### config.mk
export PLATFORM = sky130hd
export DESIGN_NAME = uart_tx_mmio
export DESIGN_NICKNAME = d
export VERILOG_FILES = /design/src/rtl/mmio_pkg.sv /design/src/rtl/sync_fifo.sv /design/src/rtl/uart_tx_mmio.sv
export SDC_FILE = /design/constraint.sdc
export NUM_CORES = 1
export LEC_CHECK = 0
export ABC_AREA = 0
export ABC_CLOCK_PERIOD_IN_PS = 3000
export CAP_MARGIN = 5
export CORE_MARGIN = 5
export CORE_UTILIZATION = 30
export DETAILED_ROUTE_END_ITERATION = 8
export GPL_TIMING_DRIVEN = 1
export PLACE_DENSITY = 0.57
export SYNTH_ARGS = -nofsm -noshare
export SYNTH_HDL_FRONTEND = slang
export SYNTH_SLANG_ARGS = --single-unit
### constraint.sdc
create_clock -name clk -period 3 [get_ports clk]
set_input_delay 0.6 -clock clk [delete_from_list [all_inputs] [get_ports clk]]
set_output_delay 0.6 -clock clk [all_outputs]
set_load 0.01 [all_outputs]
### src/rtl/mmio_pkg.sv
// Shared definitions for the memory-mapped UART transmitter:
// register offsets, STATUS bit positions and TX state encoding.
package mmio_pkg;

  localparam logic [3:0] OFF_TXDATA = 4'h0;
  localparam logic [3:0] OFF_STATUS = 4'h4;
  localparam logic [3:0] OFF_DIVCNT = 4'h8;

  localparam int ST_BUSY    = 0;
  localparam int ST_FULL    = 1;
  localparam int ST_EMPTY   = 2;
  localparam int ST_OVF     = 3;
  localparam int ST_CNT_LSB = 4;

  typedef logic [1:0] tx_state_t;

  localparam tx_state_t IDLE  = 2'd0;
  localparam tx_state_t START = 2'd1;
  localparam tx_state_t DATA  = 2'd2;
  localparam tx_state_t STOP  = 2'd3;

endpackage

### src/rtl/sync_fifo.sv
// First-word-fall-through synchronous FIFO; a push while full is
// dropped even when a pop happens on the same edge.
module sync_fifo #(
  parameter int WIDTH = 8,
  parameter int DEPTH = 4,
  localparam int PW = $clog2(DEPTH),
  localparam int CW = $clog2(DEPTH) + 1
) (
  input  logic             clk,
  input  logic             reset,
  input  logic             push,
  input  logic             pop,
  input  logic [WIDTH-1:0] din,
  output logic [WIDTH-1:0] dout,
  output logic             full,
  output logic             empty,
  output logic [CW-1:0]    count
);

  logic [WIDTH-1:0] mem_q [DEPTH];
  logic [PW-1:0]    wr_q, wr_d;
  logic [PW-1:0]    rd_q, rd_d;
  logic [CW-1:0]    cnt_q, cnt_d;
  logic             do_push;
  logic             do_pop;

  assign full    = cnt_q == CW'(DEPTH);
  assign empty   = cnt_q == '0;
  assign count   = cnt_q;
  assign dout    = mem_q[rd_q];
  assign do_push = push & ~full;
  assign do_pop  = pop & ~empty;

  // Pointers wrap naturally since DEPTH is a power of two
  always_comb begin
    wr_d  = wr_q + PW'(do_push);
    rd_d  = rd_q + PW'(do_pop);
    cnt_d = cnt_q + CW'(do_push) - CW'(do_pop);
  end

  always_ff @(posedge clk or posedge reset) begin
    if (reset) begin
      wr_q  <= '0;
      rd_q  <= '0;
      cnt_q <= '0;
    end else begin
      wr_q  <= wr_d;
      rd_q  <= rd_d;
      cnt_q <= cnt_d;
    end
  end

  always_ff @(posedge clk) begin
    if (do_push) mem_q[wr_q] <= din;
  end

endmodule

### src/rtl/uart_tx_mmio.sv
// 8N1 UART transmitter on the core data bus: TXDATA / STATUS / DIVCNT
// register window, TX FIFO and serialising FSM.
module uart_tx_mmio
  import mmio_pkg::*;
#(
  parameter logic [31:0] BASE_ADDR    = 32'h0000_0100,
  parameter int          CLKS_PER_BIT = 16,
  parameter int          FIFO_DEPTH   = 4
) (
  input  logic        clk,
  input  logic        reset,
  input  logic        we,
  input  logic [31:0] a,
  input  logic [31:0] wd,
  input  logic [3:0]  be,
  output logic        sel,
  output logic [31:0] rd,
  output logic        tx
);

  localparam int CW = $clog2(FIFO_DEPTH) + 1;
  localparam int BW = $clog2(CLKS_PER_BIT);
  localparam logic [BW-1:0] BAUD_LAST = BW'(CLKS_PER_BIT - 1);

  tx_state_t     state_q, state_d;
  logic [BW-1:0] baud_q, baud_d;
  logic [2:0]    bit_q, bit_d;
  logic [7:0]    shift_q, shift_d;
  logic          tx_q, tx_d;
  logic          ovf_q, ovf_d;

  logic [3:0]    off;
  logic          wr_tx;
  logic          wr_clr;
  logic          pop;
  logic          baud_last;
  logic [7:0]    fifo_dout;
  logic          fifo_full;
  logic          fifo_empty;
  logic [CW-1:0] fifo_cnt;
  logic [31:0]   status;
  logic          unused_bits;

  assign sel    = (a[31:4] == BASE_ADDR[31:4]) && (a[3:2] != 2'b11);
  assign off    = {a[3:2], 2'b00};
  assign wr_tx  = we & sel & be[0] & (off == OFF_TXDATA);
  assign wr_clr = we & sel & be[0] & (off == OFF_STATUS) & wd[3];
  assign tx     = tx_q;

  assign unused_bits = ^{a[1:0], wd[31:8], be[3:1]};

  sync_fifo #(
    .WIDTH (8),
    .DEPTH (FIFO_DEPTH)
  ) u_fifo (
    .clk   (clk),
    .reset (reset),
    .push  (wr_tx),
    .pop   (pop),
    .din   (wd[7:0]),
    .dout  (fifo_dout),
    .full  (fifo_full),
    .empty (fifo_empty),
    .count (fifo_cnt)
  );

  // Overflow is judged on the pre-edge full flag, same as the FIFO
  always_comb begin
    ovf_d = ovf_q;
    if (wr_tx & fifo_full) ovf_d = 1'b1;
    else if (wr_clr)       ovf_d = 1'b0;
  end

  always_comb begin
    status                    = '0;
    status[ST_BUSY]           = state_q != IDLE;
    status[ST_FULL]           = fifo_full;
    status[ST_EMPTY]          = fifo_empty;
    status[ST_OVF]            = ovf_q;
    status[ST_CNT_LSB +: 4]   = 4'(fifo_cnt);
  end

  always_comb begin
    rd = '0;
    if (sel) begin
      unique case (off)
        OFF_STATUS: rd = status;
        OFF_DIVCNT: rd = 32'(CLKS_PER_BIT);
        default:    rd = '0;
      endcase
    end
  end

  assign baud_last = baud_q == BAUD_LAST;

  always_ff @(posedge clk or posedge reset) begin
    if (reset) begin
      state_q <= IDLE;
      baud_q  <= '0;
      bit_q   <= '0;
      shift_q <= '0;
      tx_q    <= 1'b1;
      ovf_q   <= 1'b0;
    end else begin
      state_q <= state_d;
      baud_q  <= baud_d;
      bit_q   <= bit_d;
      shift_q <= shift_d;
      tx_q    <= tx_d;
      ovf_q   <= ovf_d;
    end
  end

  always_comb begin
    state_d = state_q;
    baud_d  = baud_q;
    bit_d   = bit_q;
    shift_d = shift_q;
    pop     = 1'b0;
    unique case (state_q)
      IDLE: begin
        if (!fifo_empty) begin
          pop     = 1'b1;
          shift_d = fifo_dout;
          baud_d  = '0;
          state_d = START;
        end
      end
      START: begin
        if (baud_last) begin
          baud_d  = '0;
          bit_d   = '0;
          state_d = DATA;
        end else begin
          baud_d = baud_q + 1'b1;
        end
      end
      DATA: begin
        if (baud_last) begin
          baud_d = '0;
          if (bit_q == 3'd7) begin
            state_d = STOP;
          end else begin
            bit_d   = bit_q + 3'd1;
            shift_d = {1'b0, shift_q[7:1]};
          end
        end else begin
          baud_d = baud_q + 1'b1;
        end
      end
      STOP: begin
        if (baud_last) begin
          baud_d = '0;
          // Chain straight into the next frame when data is waiting
          if (!fifo_empty) begin
            pop     = 1'b1;
            shift_d = fifo_dout;
            state_d = START;
          end else begin
            state_d = IDLE;
          end
        end else begin
          baud_d = baud_q + 1'b1;
        end
      end
    endcase
  end

  // tx is registered from the next state so it changes with the FSM
  always_comb begin
    tx_d = 1'b1;
    if (state_d == START)     tx_d = 1'b0;
    else if (state_d == DATA) tx_d = shift_d[0];
  end

endmodule
# --- Word level (Yosys, flattened, before mapping) ---
# Memory sizes are Yosys's and may differ from the RTL's.
# Cells that the tools add are included.
word_totals:
  ff_bits: 26
  ram_bits: 32
  output_inout_bits: 34
  memories: 1
classes:
  add_sub_neg: 6
  n_eq_ne: 17
  muxes: 30
  bitwise: 10
  n_reduce_logical: 11
memory_table:
  columns: ["name", "depth", "word_bits", "read_ports", "rd_clocked_by_memory_dff", "wr", "line", "rtl"]
  rows:
  - ["u_fifo.mem_q", 4, 8, 1, 0, 1, "sync_fifo.sv:20", "logic [WIDTH-1:0] mem_q [DEPTH];"]
op_table:
  columns: ["operator", "count"]
  rows:
  - ["$mux W8", 4]
  - ["$eq A28 B5 Y1 const B", 1]
  - ["$pmux W8 S3", 1]
  - ["$pmux W7 S2", 1]
  - ["$ne A2 B2 Y1 const B", 6]
  - ["$mux W2", 5]
  - ["$mux W1", 9]
  - ["$mux W3", 3]
  - ["$and A1 B1 Y1", 8]
  - ["$eq A2 B2 Y1 const B", 4]
  - ["$mux W4", 2]
  - ["$pmux W2 S4", 1]
  - ["$pmux W4 S2", 1]
  - ["$reduce_and A4 Y1", 2]
  - ["$mux W7", 1]
  - ["$eq A2 B1 Y1 const B", 3]
  - ["$eq A3 B3 Y1 const B", 2]
  - ["$pmux W3 S2", 1]
  - ["$reduce_bool A2 Y1", 3]
  - ["$add A2 B1 Y2", 2]
  - ["$add A4 B1 Y4 const B", 1]
  - ["$eq A4 B4 Y1 const B", 1]
  - ["$logic_not A4 Y1", 1]
  - ["$add A3 B1 Y3", 1]
  - ["other kinds (9)", 10]

# --- Logic depth before layout (Yosys ltp) ---
# Gate-level depths: netlist of run 1.
logic_depth:
  ltp_word: 8
  mapped_depth: 11

# --- Cells and area by module ---
# From an unflattened synthesis of run 1, not the netlist that was laid out.
unflattened:
  hier_cells: 260
  hier_area_um2: 3184.3
modules_own_cells:
  columns: ["mod", "instances", "cells_per_inst", "area_per_inst_um2", "seq_area_each_um2"]
  rows:
  - ["uart_tx_mmio", 1, 183, 1617.8, 476.7]
  - ["sync_fifo", 1, 77, 1566.5, 1136.1]

# --- Worst setup path before layout of run 1 ---
# No wires, ideal clock.
synth_timing:
  path_kind: "input-to-reg"
  start: "input port a[2]"
  end: "memory u_fifo.mem_q[1][0] (enable)"
  setup_ps: 385
  arrival_ps: 2246
  setup_slack_ps: 369
  path_stages: 6
  path_cell_list: "ha_1 nor4_1 nand2_1 nor3_4 nand3_2 nor3b_1"
synth_via:
  elab_chain_cells: 8
  elab_cells_between_ends: 9
synth_rtl:
  columns: ["element", "line", "rtl"]
  rows:
  - ["from (decl)", "uart_tx_mmio.sv:13", "input logic [31:0] a,"]
  - ["$ne A2 B2 Y1", "uart_tx_mmio.sv:44", "assign sel = (a[31:4] == BASE_ADDR[31:4]) && (a[3:2] != 2'b11);"]
  - ["$logic_and A1 B1 Y1", "uart_tx_mmio.sv:44", null]
  - ["named net sel", "uart_tx_mmio.sv:16", "output logic sel,"]
  - ["$and A1 B1 Y1 (3 in series)", "uart_tx_mmio.sv:46", "assign wr_tx = we & sel & be[0] & (off == OFF_TXDATA);"]
  - ["$and A1 B1 Y1", "sync_fifo.sv:31", "assign do_push = push & ~full;"]
  - ["$mux W1", "sync_fifo.sv:54", "if (do_push) mem_q[wr_q] <= din;"]
  - ["$mux W1 (implied by the code)", "sync_fifo.sv:54", null]
  - ["to (decl)", "sync_fifo.sv:20", null]
# The timed path passes the listed nets, and every way through them passes these cells.

# --- Final worst setup path of run 1 ---
layout_timing:
  start: "input port a[2]"
  end: "output port sel"
layout_via:
  elab_chain_cells: 2
layout_rtl:
  columns: ["element", "line"]
  rows:
  - ["$ne A2 B2 Y1", "uart_tx_mmio.sv:44"]
  - ["$logic_and A1 B1 Y1", "uart_tx_mmio.sv:44"]
  - ["to (decl)", "uart_tx_mmio.sv:16"]
# No other way between the ends.

==> results.ini, run 1 <==
[outcome]
outcome=complete, no violations

[global_routing]
grt.met1_usage=0.125
use_met3=0.0371
top_usage_layer=met2
grt_max_degree=27
grt_usage=0.102
antenna_found_initial=0
grt_pass1_wl_um=10200
met2_usage=0.174
overflow=0
first_global_vias=2061

[hold_path]
hp-class=flip-flop to flip-flop
min_from=shift_q[0]

[clock_network]
clock_path_buffers=2
insertion_delay_ns=0.33
cts_max_level=3
cts_buffers=9
path_clk_slew_ns=0.07
clock-sinks=58
clock-root-buffer=clkbuf_8
cts_tree=done

[worst_setup_path]
path_cells=clkdlybuf4s50_1, ha_2, nor4_2, nand2_1, nor3_4, buf_4, buf_4, buf_4, clkdlybuf4s15_2
cp_common_cell=buf_4
rr_startpoint=state_q[1]
crit_start=a[2]
crit_required_ns=2.40
critPathSlowestCell=clkdlybuf4s50_1
cpPeakStageDelay_ns=0.43
critical_path_class=input port to primary output
path_max_fanout=5
cp-end-kind=primary output
arrival_ns=2.30
cp-start-kind=input port

[routing]
first_pass_iters=5
viasPerCell=4.49
num_vias=2044
drtAntennaViolNets=0
drt_wl_total_um=6120
drc=0
wire_per_inst_um=13.5
drtIter0Drc=57

[sta]
report.final.slew_viol_count=0
worstMarginPinSlew_ns=0.573
finalHoldViolations=0
skew_ns=0.00706
holdWs_ns=0.478
min_period_over_period=0.966
worst_slack_ns=0.102
finalCriticalPeriod_ns=2.90
grt_setup_unrepaired=true
relSlewSlack=0.618
setup_viol=0
finalSetupTns_ns=0
fmax_ghz=0.345

[power_and_ir_drop]
intPower_w=0.00144
p_clk_frac=0.478
seqPwrFrac=0.469
swShare=0.195
peakVddDrop_uv=332
p_per_area_nw_per_um2=453
switchingPower_w=0.000351
pwr-share-comb=0.053
total_leakage_power_nw=1.65

[place]
routabilityCongestion=0.795
pre_cts_ws_ns=-0.305
placed_cells=437
hpwl_um=4480
io_buffers=50

[logic_synthesis]
synthDistinctLibCells=49
ys_ff_latch=58
synth_edf_count=32
avgSynthCellArea_sq_um=12.5
synth_warnings=0
yosys_most_used_dff=edfxtp_1
async_flop_share=0.448
syn_area_sq_um=3080
synth_cells=247
seq_area_frac_synth=0.524

[cells_and_area]
synthToLayoutAreaGrowth_pct=28.7
drive_gt1_frac=0.201
fin_cells=455
nNetsFinal=402
antenna_cells_inserted=0

[floorplanning]
start_util=0.303
core_sq_um=10100
dieArea_sq_um=12400
fp.dieH_um=111
io_pins=105
die-width_um=111
core.rowCount=37

[run]
max_cap_violations=0

synth_stat cells (5+ instances only):
library cell	count	area share
nand2_1	17	0.021
a21oi_1	5	0.0081
a22o_1	16	0.046
edfxtp_1	32	0.31
ha_1	16	0.065
dfrtp_1	25	0.20
buf_4	25	0.061
nor3_1	5	0.0081
mux4_2	8	0.059
nor2_1	11	0.013
inv_1	12	0.015
o21ai_0	11	0.018
what timing repair did:
item,in CTS,in global routing
hold buffers,0,0
setup buffers,2,0
pin swaps,3,2
gates resized for setup,17,8
setup endpoints to repair,8,6
gates cloned,0,0
metrics by stage:
step | utilization | instance area, sq um | power, W
CTS | 0.389 | 3940 | 0.00182
finish | 0.390 | 3960 | 0.00179
detailed placement | 0.366 | 3710 | 0.000953
floorplan | - | 3170 | 0.000910
global route | 0.390 | 3960 | 0.00186
global placement | 0.366 | 3710 | 0.000951
placed cells by master (no fill, tap or decap), types with 11 or more instances in the layout:
cell type	instances
a22o_1	16
buf_4	14
clkdlybuf4s50_1	42
conb_1	25
dfrtp_1	25
edfxtp_1	32
ha_1	15
inv_1	12
nand2_1	17
nor2_1	11
o21ai_0	11
layer usage:
layer  up-vias  part of all wire  wire length, um
met1       985              0.43             2640
met5         -                 0                0
met4         0            0.0064               39
met3         6             0.052              318
met2        51              0.51             3120
li1       1002                 -                -
final timing paths:
| check | endpoint | slack (ns) | depth (start not counted) |
|---|---|---|---|
| max in group asynchronous | tx | 2.07 | 3 |
| min in group asynchronous | u_fifo.wr_q[0] | 0.62 | 3 |
| worst min register to register | shift_q[0] | 0.48 | 2 |
| worst max-delay path | sel | 0.10 | 9 |
| worst min-delay path | shift_q[0] | 0.48 | 2 |
| worst max register to register | u_fifo.count[2] | 0.44 | 10 |
worst max-delay path: cells and delay by family:
kind	cells	cell delay, ns
adder cells (fa/ha/maj)	1	0.20
buffers and inverters	5	1.00
AND/OR/NAND/NOR	3	0.50
power groups by stage:
stage	Clock (W)	Combinational, W	Sequential, W
after global placement	0	0.0000928	0.000858
after detailed placement	0	0.0000945	0.000858
after global routing	0.000916	0.000104	0.000841
after floorplan	0	0.0000512	0.000858
final	0.000857	0.0000953	0.000842
after CTS	0.000879	0.0000949	0.000842
sequential cells by signal, summed over array words and instances, names as in the netlist:
| signal | count |
|---|---|
| u_fifo.mem_q | 32 |
| shift_q | 8 |
| baud_q | 4 |
| bit_q | 3 |
| u_fifo.count | 3 |
| state_q | 2 |
| u_fifo.rd_q | 2 |
| u_fifo.wr_q | 2 |
| ovf_q | 1 |
| tx | 1 |
logic make-up after synthesis:
family | Yosys count | share of synthesized area
other | 1 | 0.00122
xor gates and xnor gates | 4 | 0.0114
buffers and inverters | 44 | 0.0858
DFF | 58 | 0.524
AOI/OAI and AO/OA | 44 | 0.107
muxes | 9 | 0.0622
and+or+nand+nor | 70 | 0.137
adders and majority gates | 17 | 0.0716
final cells by class:
cell class	instances	area (sq um)
Timing Repair Buffer	64	588
Fill cell	973	6180
Multi-Input combinational cell	169	1310
Clock inverter	6	106
Sequential cell	58	1610
Clock buffer	10	128
Tap cell	136	170
Inverter	12	45.0
Power figures use the tool's default switching activity.
==> inputs of run 2 (changes only) <==
Settings changed: CORE_MARGIN 5 to 2.
==> run 2 against run 1 <==
Compared with the run above: setup slack lost 0.019 ns; clock-buffer cell count shrank 1; cell area shrank 0.76%; first-iteration DRC count shrank 26%; core utilization grew 0.78 points; die area shrank 10%; global-route usage grew 0.78 points; highest routed layer unchanged.
==> results.ini, run 2 (synthesis results as in run 1) <==
[routing]
wire_per_inst_um=12.8
drtAntennaViolNets=0
drt_wl_total_um=5780
drc=0
first_pass_iters=4
num_vias=2064
viasPerCell=4.57
drtIter0Drc=42

[power_and_ir_drop]
p_per_area_nw_per_um2=442
power_w=0.00174
swShare=0.211
p_clk_frac=0.460
total_leakage_power_nw=1.64
pwr-share-comb=0.055
switchingPower_w=0.000367
intPower_w=0.00137
seqPwrFrac=0.485
peakVddDrop_uv=323

[sta]
worstMarginPinSlew_ns=0.568
setup_viol=0
report.final.slew_viol_count=0
skew_ns=0.00640
finalCriticalPeriod_ns=2.92
fmax_ghz=0.343
finalHoldViolations=0
min_period_over_period=0.973
worst_slack_ns=0.0824
grt_setup_unrepaired=true
finalSetupTns_ns=0
relSlewSlack=0.620

[clock_network]
cts_buffers=9
cts_hold_buf=0
clock_path_buffers=2
path_clk_slew_ns=0.07
cts_max_level=3
insertion_delay_ns=0.33
clock-sinks=58
clock-root-buffer=clkbuf_8
cts_tree=done

[global_routing]
antenna_found_initial=0
first_global_vias=2026
grt_max_degree=27
grt_usage=0.110
grt_pass1_wl_um=9540
overflow=0

[floorplanning]
io_pins=105
dieArea_sq_um=11100
core_sq_um=9860
die-width_um=105
start_util=0.312
fp.dieH_um=105
core.rowCount=36

[place]
io_buffers=50
pre_cts_ws_ns=-0.430
routabilityCongestion=0.772
place_area_sq_um=3700
hpwl_um=4360

[cells_and_area]
final_common_cell=clkdlybuf4s50_1
most-common-layout-cells=clkdlybuf4s50_1 (41), edfxtp_1 (32), conb_1 (25), dfrtp_1 (25), nand2_1 (17)
reg_top3=u_fifo.mem_q x32, shift_q x8, baud_q x4
largest_register=u_fifo.mem_q
nNetsFinal=402
antenna_cells_inserted=0
synthToLayoutAreaGrowth_pct=27.7
fin_area_sq_um=3930
largest_reg_flops=32
drive_gt1_frac=0.204
fillers=972

[worst_setup_path]
cp-end-kind=primary output
arrival_ns=2.32
critical_path_class=input port to primary output
crit_required_ns=2.40
cp-start-kind=input port
path_max_fanout=4
r2r_slack_ns=0.38

[run]
max_cap_violations=0

[outcome]
outcome=complete, no violations

[hold_path]
hp-class=flip-flop to flip-flop

-- run 2: what timing repair did --
item | CTS | global route
resized for setup | 19 | 6
setup endpoints to repair | 8 | 6
pin swaps | 3 | 3
setup buffers | 1 | 1
-- run 2: worst paths after layout --
kind                            start               to  cells past startpoint
max reg2reg                state_q[1]  u_fifo.count[2]                     10
max                              a[3]            rd[6]                      8
min reg2reg                shift_q[0]       shift_q[0]                      2
max in group asynchronous       reset               tx                      3
min                        shift_q[0]       shift_q[0]                      2
min in group asynchronous       reset            ovf_q                      3
-- run 2: final cells by class --
cell class / instances / area [sq um] / share of cell area
tap: 133 / 166 / 0.0424
sequential: 58 / 1610 / 0.411
multi-input combinational: 169 / 1290 / 0.330
timing repair buffer: 64 / 583 / 0.148
clock buffer: 9 / 124 / 0.0315
inverter: 12 / 45.0 / 0.0115
clock inverter: 7 / 101 / 0.0258
-- run 2: metal layers --
metal	vias to the layer above	global-route usage	wire [um]
li1	1008	-	-
met1	994	0.126	2480
met2	56	0.191	2950
met3	6	0.0421	283
met4	0	0.0305	66
met5	-	0	0
-- run 2: power groups by stage --
stage	combinational (W)	sequential, W	clock [W]
5_1_grt	0.000105	0.000841	0.000857
3_3_place_gp	0.0000940	0.000858	0
3_5_place_dp	0.0000955	0.000858	0
2_1_floorplan	0.0000512	0.000858	0
6_report	0.0000956	0.000842	0.000800
4_1_cts	0.0000964	0.000841	0.000828
-- run 2: critical path: stages --
cell	delay, ns
clkdlybuf4s50_1	0.42
ha_1	0.19
nor4_2	0.16
nand2_1	0.13
nor3_4	0.25
buf_4	0.16
and3_2	0.17
clkdlybuf4s15_2	0.22
-- run 2: through the flow --
stage                     cells  hold WS [ns]   util
after global placement      434         0.458  0.375
after CTS                   451         0.490  0.399
after floorplan             271         0.441      -
after detailed placement    434         0.473  0.375
final                       452         0.478  0.398
after global routing        452         0.519  0.398
==> inputs of run 3 (changes only) <==
Settings changed: GPL_TIMING_DRIVEN 1 to not set.
==> results of run 3 <==
The final DEF is identical to that of run 2; final timing and power are the same.
